`src/rtl/score_pkg.sv`:
```
// Shared glyph geometry, colour key and converter FSM encoding for the score overlay.
package score_pkg;
    localparam int GLYPH_W = 5;
    localparam int GLYPH_H = 10;
    localparam int GLYPH_SIZE = GLYPH_W * GLYPH_H;
    localparam int MAX_SCORE = 9999;
    localparam logic [11:0] TRANSPARENT = 12'h0F0;

    typedef enum logic [1:0] {IDLE, SHIFT, COMMIT} state_t;
endpackage

```
`src/rtl/bin2bcd_seq.sv`:
```
// Iterative double-dabble converter: one binary bit per SHIFT cycle, with the BCD
// result published in a single COMMIT cycle so readers never see a partial value.
module bin2bcd_seq
    import score_pkg::*;
#(
    parameter int BIN_W  = 14,
    parameter int DIGITS = 4
) (
    input  logic                clk,
    input  logic                reset,
    input  logic                i_start,
    input  logic [BIN_W-1:0]    i_bin,
    output logic                o_busy,
    output logic                o_done,
    output logic [DIGITS*4-1:0] o_bcd
);
    localparam int CNT_W = $clog2(BIN_W);
    localparam logic [CNT_W-1:0] LAST = CNT_W'(BIN_W - 1);

    state_t              r_state;
    state_t              w_state_nx;
    logic [BIN_W-1:0]    r_bin;
    logic [DIGITS*4-1:0] r_work;
    logic [DIGITS*4-1:0] w_adj;
    logic [DIGITS*4-1:0] r_bcd;
    logic [CNT_W-1:0]    r_cnt;
    logic                w_load;

    // A start in COMMIT chains straight into the next conversion.
    assign w_load = i_start && (r_state != SHIFT);

    always_ff @(posedge clk) begin
        if (reset) begin
            r_state <= IDLE;
        end else begin
            r_state <= w_state_nx;
        end
    end

    always_comb begin
        w_state_nx = r_state;
        unique case (r_state)
            IDLE:    if (i_start) w_state_nx = SHIFT;
            SHIFT:   if (r_cnt == LAST) w_state_nx = COMMIT;
            COMMIT:  w_state_nx = i_start ? SHIFT : IDLE;
            default: w_state_nx = IDLE;
        endcase
    end

    always_comb begin
        w_adj = r_work;
        for (int i = 0; i < DIGITS; i++) begin
            if (r_work[i*4 +: 4] >= 4'd5) begin
                w_adj[i*4 +: 4] = r_work[i*4 +: 4] + 4'd3;
            end
        end
    end

    always_ff @(posedge clk) begin
        if (w_load) begin
            r_bin  <= i_bin;
            r_work <= '0;
            r_cnt  <= '0;
        end else if (r_state == SHIFT) begin
            r_bin  <= r_bin << 1;
            r_work <= {w_adj[DIGITS*4-2:0], r_bin[BIN_W-1]};
            r_cnt  <= r_cnt + CNT_W'(1);
        end
    end

    always_ff @(posedge clk) begin
        if (reset) begin
            r_bcd <= '0;
        end else if (r_state == COMMIT) begin
            r_bcd <= r_work;
        end
    end

    assign o_busy = (r_state != IDLE);
    assign o_done = (r_state == COMMIT);
    assign o_bcd  = r_bcd;
endmodule

```
`src/rtl/score_display_ctrl.sv`:
```
// Score overlay: converts the binary score to decimal digits and streams
// colour-keyed glyph pixels to the VGA mixer with a fixed 3-cycle latency.
module score_display_ctrl #(
    parameter int DATA_WIDTH  = 12,
    parameter int ADDR_WIDTH  = 9,
    parameter int SCORE_WIDTH = 14,
    parameter int NUM_DIGITS  = 4,
    parameter int GLYPH_W     = score_pkg::GLYPH_W,
    parameter int GLYPH_H     = score_pkg::GLYPH_H,
    parameter int SCALE_LOG2  = 1,
    parameter int POS_X       = 16,
    parameter int POS_Y       = 16,
    parameter logic [DATA_WIDTH-1:0] TRANSPARENT = score_pkg::TRANSPARENT
) (
    input  logic                   clk,
    input  logic                   reset,
    input  logic [SCORE_WIDTH-1:0] score_i,
    input  logic                   score_we,
    output logic                   busy,
    input  logic [9:0]             pixel_x,
    input  logic [9:0]             pixel_y,
    output logic [ADDR_WIDTH-1:0]  rom_addr,
    input  logic [DATA_WIDTH-1:0]  rom_data,
    output logic                   score_on,
    output logic [DATA_WIDTH-1:0]  score_rgb
);
    import score_pkg::*;

    localparam int SPAN  = GLYPH_W << SCALE_LOG2;
    localparam int IDX_W = (NUM_DIGITS > 1) ? $clog2(NUM_DIGITS) : 1;
    localparam logic [9:0] X_LO = 10'(POS_X);
    localparam logic [9:0] X_HI = 10'(POS_X + NUM_DIGITS * SPAN);
    localparam logic [9:0] Y_LO = 10'(POS_Y);
    localparam logic [9:0] Y_HI = 10'(POS_Y + (GLYPH_H << SCALE_LOG2));
    localparam logic [ADDR_WIDTH-1:0] A_GSIZE = ADDR_WIDTH'(GLYPH_W * GLYPH_H);
    localparam logic [ADDR_WIDTH-1:0] A_GW    = ADDR_WIDTH'(GLYPH_W);

    function automatic logic [SCORE_WIDTH-1:0] clamp_score(input logic [SCORE_WIDTH-1:0] s);
        return (s > SCORE_WIDTH'(MAX_SCORE)) ? SCORE_WIDTH'(MAX_SCORE) : s;
    endfunction

    logic [SCORE_WIDTH-1:0]  w_score_clamped;
    logic [SCORE_WIDTH-1:0]  w_start_val;
    logic [SCORE_WIDTH-1:0]  r_pend_val;
    logic                    r_pend_vld;
    logic                    w_start;
    logic                    w_bb_busy;
    logic                    w_bb_done;
    logic [NUM_DIGITS*4-1:0] w_bcd;

    logic [9:0]              w_dx, w_dy, w_base, w_col, w_row;
    logic [IDX_W-1:0]        w_idx;
    logic [3:0]              w_digit;
    logic                    w_region;
    logic                    w_key;
    logic [ADDR_WIDTH-1:0]   w_addr;
    logic [ADDR_WIDTH-1:0]   r_rom_addr;
    logic                    r_region_p1, r_region_p2, r_on_p3;
    logic [DATA_WIDTH-1:0]   r_rgb_p3;

    assign w_score_clamped = clamp_score(score_i);

    // Writes during COMMIT win over an older pending value and restart at once.
    always_comb begin
        w_start     = 1'b0;
        w_start_val = w_score_clamped;
        if (!w_bb_busy) begin
            w_start = score_we;
        end else if (w_bb_done) begin
            w_start = score_we || r_pend_vld;
            if (!score_we) w_start_val = r_pend_val;
        end
    end

    always_ff @(posedge clk) begin
        if (reset) begin
            r_pend_vld <= 1'b0;
        end else if (w_bb_done) begin
            r_pend_vld <= 1'b0;
        end else if (score_we && w_bb_busy) begin
            r_pend_vld <= 1'b1;
        end
    end

    always_ff @(posedge clk) begin
        if (score_we && w_bb_busy && !w_bb_done) r_pend_val <= w_score_clamped;
    end

    bin2bcd_seq #(
        .BIN_W  (SCORE_WIDTH),
        .DIGITS (NUM_DIGITS)
    ) u_bcd (
        .clk     (clk),
        .reset   (reset),
        .i_start (w_start),
        .i_bin   (w_start_val),
        .o_busy  (w_bb_busy),
        .o_done  (w_bb_done),
        .o_bcd   (w_bcd)
    );

    assign busy = w_bb_busy;

    assign w_region = (pixel_x >= X_LO) && (pixel_x < X_HI) &&
                      (pixel_y >= Y_LO) && (pixel_y < Y_HI);
    assign w_dx = pixel_x - X_LO;
    assign w_dy = pixel_y - Y_LO;

    always_comb begin
        w_idx   = '0;
        w_base  = '0;
        w_digit = '0;
        for (int i = 1; i < NUM_DIGITS; i++) begin
            if (w_dx >= 10'(i * SPAN)) begin
                w_idx  = IDX_W'(i);
                w_base = 10'(i * SPAN);
            end
        end
        for (int i = 0; i < NUM_DIGITS; i++) begin
            if (w_idx == IDX_W'(i)) w_digit = w_bcd[(NUM_DIGITS-1-i)*4 +: 4];
        end
    end

    assign w_col  = (w_dx - w_base) >> SCALE_LOG2;
    assign w_row  = w_dy >> SCALE_LOG2;
    assign w_addr = ADDR_WIDTH'(w_digit) * A_GSIZE + ADDR_WIDTH'(w_row) * A_GW + ADDR_WIDTH'(w_col);
    assign w_key  = r_region_p2 && (rom_data != TRANSPARENT);

    // p1 issues the ROM address, p2 waits on the ROM read, p3 applies the colour key.
    always_ff @(posedge clk) begin
        if (reset) begin
            r_rom_addr  <= '0;
            r_region_p1 <= 1'b0;
            r_region_p2 <= 1'b0;
            r_on_p3     <= 1'b0;
            r_rgb_p3    <= '0;
        end else begin
            r_rom_addr  <= w_region ? w_addr : '0;
            r_region_p1 <= w_region;
            r_region_p2 <= r_region_p1;
            r_on_p3     <= w_key;
            r_rgb_p3    <= w_key ? rom_data : '0;
        end
    end

    assign rom_addr  = r_rom_addr;
    assign score_on  = r_on_p3;
    assign score_rgb = r_rgb_p3;
endmodule

```
`config.mk`:
```
export PLATFORM = sky130hd
export DESIGN_NAME = score_display_ctrl
export DESIGN_NICKNAME = d
export VERILOG_FILES = /design/src/rtl/score_pkg.sv /design/src/rtl/bin2bcd_seq.sv /design/src/rtl/score_display_ctrl.sv
export SDC_FILE = /design/constraint.sdc
export NUM_CORES = 1
export LEC_CHECK = 0
export BUFFER_PORTS_ARGS = -buffer_cell sky130_fd_sc_hd__buf_2
export CELL_PAD_IN_SITES_DETAIL_PLACEMENT = 0
export CELL_PAD_IN_SITES_GLOBAL_PLACEMENT = 1
export CORE_MARGIN = 5
export CORE_UTILIZATION = 46
export CTS_BUF_LIST = sky130_fd_sc_hd__clkbuf_4 sky130_fd_sc_hd__clkbuf_8
export DETAILED_ROUTE_END_ITERATION = 10
export GPL_ROUTABILITY_DRIVEN = 0
export PLACE_DENSITY = 0.93
export SLEW_MARGIN = 10
export SYNTH_ARGS = -nofsm -noshare
export SYNTH_HDL_FRONTEND = slang
export SYNTH_SLANG_ARGS = --single-unit
```
`constraint.sdc`:
```
create_clock -name clk -period 7.39 [get_ports clk]
set_input_delay 1.1085 -clock clk [delete_from_list [all_inputs] [get_ports clk]]
set_output_delay 1.1085 -clock clk [all_outputs]
set_load 0.005 [all_outputs]
```
[Word level (Yosys, flattened, before mapping)]
Cells that the tools add are included.
Storage, ports and cells
  bits in registers: 91
  output and inout port bits: 23
  logic and storage cells: 91
Cells by class
  add/subtract/negate cells: 10
  $mul: 2
  magnitude comparators: 12
  equal/unequal tests: 10
  multiplexer cells: 26
  bitwise gates (word level): 2
  reduce and logical (&&, ||, !) cells: 17
Operators by type and width (number)
  $mux W14: 6
  $ge A10 B5 Y1 const B: 4
  $mux W4: 8
  $lt A10 B6 Y1 const B: 2
  $mux W10: 2
  $sub A10 B5 Y10 const B: 2
  $add A9 B9 Y9: 2
  $ge A4 B3 Y1 const B: 4
  $gt A14 B14 Y1 const B: 1
  $add A4 B2 Y4 const B: 3
  $ne A12 B8 Y1 const B: 1
  $ge A10 B4 Y1 const B: 1
  $sub A10 B10 Y10: 1
  $mul A9 B3 Y9 const B: 1
  $mul A4 B5 Y8 const B: 1
  $mux W2: 4
  $logic_and A1 B1 Y1: 7
  $eq A2 B2 Y1 const B: 3
  $ne A2 B1 Y1 const B: 3
  $pmux W2 S3: 1
  $reduce_or A2 Y1: 3
  $add A4 B1 Y4 const B: 1
  $eq A2 B1 Y1 const B: 2
  $eq A4 B4 Y1 const B: 1
  other kinds (9): 15

[Depth between registers and ports, before layout]
  word-level depth: 13
  gate-level depth with buffers: 27
  depth with buffers taken out: 25

[Cells and area by module]
Synthesis repeated with hierarchy kept, for this count alone.
Second synthesis, totals
  cells, all modules: 566
  area total of the unflattened synthesis: 5536.6 µm²
By module, submodules not included
  score_display_ctrl: times used 1, cells an instance 315, area each 3095.5 µm², sequential area each 920.9 µm²
  bin2bcd_seq: times used 1, cells an instance 251, area each 2441.1 µm², sequential area each 1181.1 µm²

[Least setup slack after synthesis]
Ideal clock, no wire load.
  path kind: in2reg
  start: in pixel_x[5]
  end: reg r_rom_addr[8] (netlist: rom_addr[8])
  data arrival time: 5.923 ns
  path slack: 1.353 ns
  cell stages on the path: 27
  path through: inv_1 ha_1 clkbuf_2 nor3_1 a31oi_1 or3_4 buf_6 a21o_2 ha_1 fa_1 nor2b_1 o21ai_0 nand2_1 mux2i_1 a2bb2oi_1 xnor2_1 fa_1 inv_1 fa_1 inv_1 ha_1 o21ai_0 o21bai_1 a21oi_1 xor2_1 xnor2_1 nor2_1
Between the ends
  cells in the longest elaborated chain, start to end: 13
  elaborated cells between the ends (all ways): 29
RTL lines
  start: declaration: line score_display_ctrl.sv:20  | input logic [9:0] pixel_x,
  $sub A10 B5 Y10: line score_display_ctrl.sv:106  | assign w_dx = pixel_x - X_LO;
  $ge A10 B4 Y1: line score_display_ctrl.sv:114  | if (w_dx >= 10'(i * SPAN)) begin
  $mux W1: line score_display_ctrl.sv:114
  $mux W2 (2 in series): line score_display_ctrl.sv:114
  $logic_not A2 Y1: line score_display_ctrl.sv:120  | if (w_idx == IDX_W'(i)) w_digit = w_bcd[(NUM_DIGITS-1-i)*4 +: 4];
  $mux W4 (4 in series): line score_display_ctrl.sv:120
  $mul A4 B5 Y8: line score_display_ctrl.sv:126  | assign w_addr = ADDR_WIDTH'(w_digit) * A_GSIZE + ADDR_WIDTH'(w_row) * A_GW + ADDR_WIDTH'(w_col);
  $add A9 B9 Y9 (2 in series): line score_display_ctrl.sv:126
  end signal: assignment: line score_display_ctrl.sv:138  | r_rom_addr <= w_region ? w_addr : '0;
  end: declaration: line score_display_ctrl.sv:57  | logic [ADDR_WIDTH-1:0] r_rom_addr;
Parallel ways exist; a longest one is shown, timed or not.
A chain may end at the register's enable or synchronous reset.

[Final worst setup path]
Same ends and word-level chain as after synthesis.

==> results.json <==
{
  "ys_async_sr_fraction_pct": 0,
  "fin_worst_skew_ns": 0.0116,
  "rows": 39,
  "postSynthAreaPerCell_um2": 9.30,
  "routedWlPerCell_um": 13.5,
  "critPathCaptureType": "flop",
  "die_x_um": 117,
  "synth_edf_count": 28,
  "post-route-util_pct": 52.2,
  "drc_errors": 0,
  "routed_via_density": 5.15,
  "slew_headroom_pct": 19.8,
  "dieArea_um2": 13700,
  "drive_gt1_share_pct": 16.0,
  "holdBufCountCts": 0,
  "ys_ff_latch": 91,
  "syn_area_um2": 5290,
  "fmax_ghz": 0.160,
  "post-place-ws_ns": 0.788,
  "hpwl_um": 8120,
  "path_depth": 26,
  "worst_pin_slew_ns": 1.20,
  "cap_violations": 0,
  "p_int_uw": 830,
  "clkSinkCount": 91,
  "max_stage_delay_ns": 0.53,
  "crit_buf_inv": 4,
  "synthCells": 568,
  "p_per_area_nw_per_um2": 200,
  "final.period_utilization_pct": 84.3,
  "final_common_cell": "buf_2",
  "cp.arrival_ns": 6.48,
  "fin_nets": 736,
  "track_usage_pct": 16.0,
  "core_um2": 11300,
  "yosysSeqAreaShare_pct": 39.8,
  "drtAntennaViolNets": 0,
  "drt_iter0_drc": 166,
  "stdcell_count": 775,
  "p_leak_uw": 0.00262,
  "cts_resized": 0,
  "p_sw_uw": 351,
  "setup_viol": 0,
  "reg2regPathDepth": 16,
  "syn_nets": 677,
  "cp-start-kind": "input port",
  "crit_start": "pixel_x[5]",
  "antenna_found_initial": 0,
  "finalPower_uw": 1180,
  "switching_share_pct": 29.7,
  "fin_ws_ns": 1.16,
  "worstPathRequired_ns": 7.63,
  "drt_wl_total_um": 10500,
  "layout_common_cells": "buf_2, nand2_1, dfxtp_1",
  "setup-tns-final_ns": 0,
  "path_class": "in -> reg",
  "cts.path.max_buffers": 2,
  "grt_start_max_net_pins": 32,
  "numCtsBuffers": 9,
  "status": "complete, no violations",
  "first_pass_iters": 4,
  "clock-root-buffer": "clkbuf_8",
  "crit_slowest_cell": "fa_1",
  "htreeDepth": 3,
  "synthFlopType": "dfxtp_1",
  "via_count": 3988,
  "portBuffers": 71,
  "hold_viol": 0,
  "critical-path-top-delay-family": "adder cells",
  "peakVddDrop_v": 0.000147,
  "yosys_warnings": 0,
  "grt_pass1_wl_um": 17700,
  "final_max_slew_viol_count": 0,
  "path_max_fanout": 12,
  "seq_power_share_pct": 46.9,
  "cts_tree": "built",
  "yosys.cell_types.count": 54,
  "postCtsSetupBuffers": 0,
  "rsz0062_at_grt": "false",
  "first_global_vias": 3892,
  "dpl.cell_count": 759,
  "rr_startpoint": "u_bcd.o_bcd[9]",
  "crit_end": "rom_addr[8]",
  "path_clk_slew_ns": 0.09,
  "diodes": 0,
  "clock_latency_ns": 0.37,
  "p_comb_share_pct": 24.0,
  "initial_core_util_pct": 46.7,
  "die_y_um": 117,
  "synthToLayoutAreaGrowth_pct": 11.9,
  "io_pins": 72,
  "r2r_slack_ns": 3.75,
  "grt_overflow_total": 0,
  "reg2reg_to": "rom_addr[8]",
  "pwr-share-clk_pct": 29.1,
  "fin_crit_ns": 6.23,
  "hold_path.class": "reg -> reg"
}
-- Yosys cell counts (all sizes together) (3+ instances only) --
master / instances / area, µm²
nand2b: 13 / 81.3
a21o: 4 / 33.8
a211oi: 3 / 22.5
dfxtp: 63 / 1260
a21oi: 37 / 185
inv: 46 / 178
clkbuf: 16 / 61.3
ha: 45 / 563
or3: 3 / 23.8
nand3: 18 / 90.1
nor2: 37 / 139
buf: 9 / 62.6
a31oi: 7 / 43.8
edfxtp: 28 / 841
xnor2: 18 / 158
o21ai: 32 / 160
nor4: 5 / 31.3
nor2b: 12 / 75.1
fa: 15 / 300
nand2: 68 / 255
o31ai: 3 / 22.5
o32ai: 3 / 26.3
mux2i: 14 / 140
xor2: 14 / 123
nor3: 6 / 30.0
and2: 20 / 125
nand4: 3 / 18.8
-- worst min-delay path by stage --
stage / cells past startpoint / startpoint / slack, ns / to
2_1_floorplan: 1 / r_region_p1 / 0.41 / r_region_p2
3_3_place_gp: 2 / u_bcd.r_bin[13] / 0.44 / u_bcd.r_work[0]
3_5_place_dp: 2 / u_bcd.r_bin[13] / 0.44 / u_bcd.r_work[0]
4_1_cts: 1 / r_region_p1 / 0.46 / r_region_p2
5_1_grt: 1 / r_region_p1 / 0.48 / r_region_p2
6_report: 1 / r_region_p1 / 0.45 / r_region_p2
-- worst register-to-register path: cells and delay by family, from the launching register on --
family	cells	cell delay [ns]
fa+ha+maj	5	1.76
compound gates	5	0.80
flops	1	0.32
xor+xnor	2	0.32
mux	1	0.15
buf+inv	2	0.11
simple gates	1	0.05
-- registers in the layout (all words and copies together), names as in the netlist, 2 cells and up --
| name | count |
|---|---|
| u_bcd.o_bcd | 16 |
| u_bcd.r_work | 16 |
| r_pend_val | 14 |
| u_bcd.r_bin | 14 |
| score_rgb | 12 |
| rom_addr | 9 |
| u_bcd.r_cnt | 4 |
| u_bcd.r_state | 2 |
-- area by class of cell --
class                   count  area [µm²]
clock inverters             6        63.8
repair buffers             73         370
clock buffers              10         138
fillers                  1051        5410
flip-flops and latches     91        2100
inverters                  46         178
well taps                 143         179
multi-input cells         406        2880
-- power groups by stage --
stage	registers [µW]	clock network [µW]	logic, µW
2_1_floorplan	561	0	217
3_3_place_gp	564	0	277
3_5_place_dp	565	0	287
4_1_cts	554	352	288
5_1_grt	556	373	327
6_report	554	344	283
-- routing by layer --
| metal | vias to the layer above | wire length, µm | track usage [%] |
|---|---|---|---|
| met5 | - | 0 | 0 |
| met4 | 0 | 97 | 4.36 |
| li1 | 2040 | - | - |
| met1 | 1869 | 4610 | 19.8 |
| met3 | 7 | 437 | 3.39 |
| met2 | 72 | 5350 | 28.3 |
-- metrics by stage --
stage	instance area, µm²	hold slack, ns
floorplan	5290	0.414
global placement	5710	0.436
detailed placement	5710	0.442
CTS	5910	0.458
global route	5910	0.476
finish	5910	0.449
-- kinds of logic (layout without fill, tap and decap cells) --
group	after synthesis	in the layout	share of synthesized area (%)
AO/OA/AOI/OAI	104	104	11.7
XOR/XNOR	33	33	5.73
adder cells (fa/ha/maj)	60	60	16.3
buffers and inverters	71	135	5.71
flip-flops	91	91	39.8
multiplexers	14	14	2.65
AND/OR/NAND/NOR	195	195	18.1
Power figures use the tool's default switching activity.
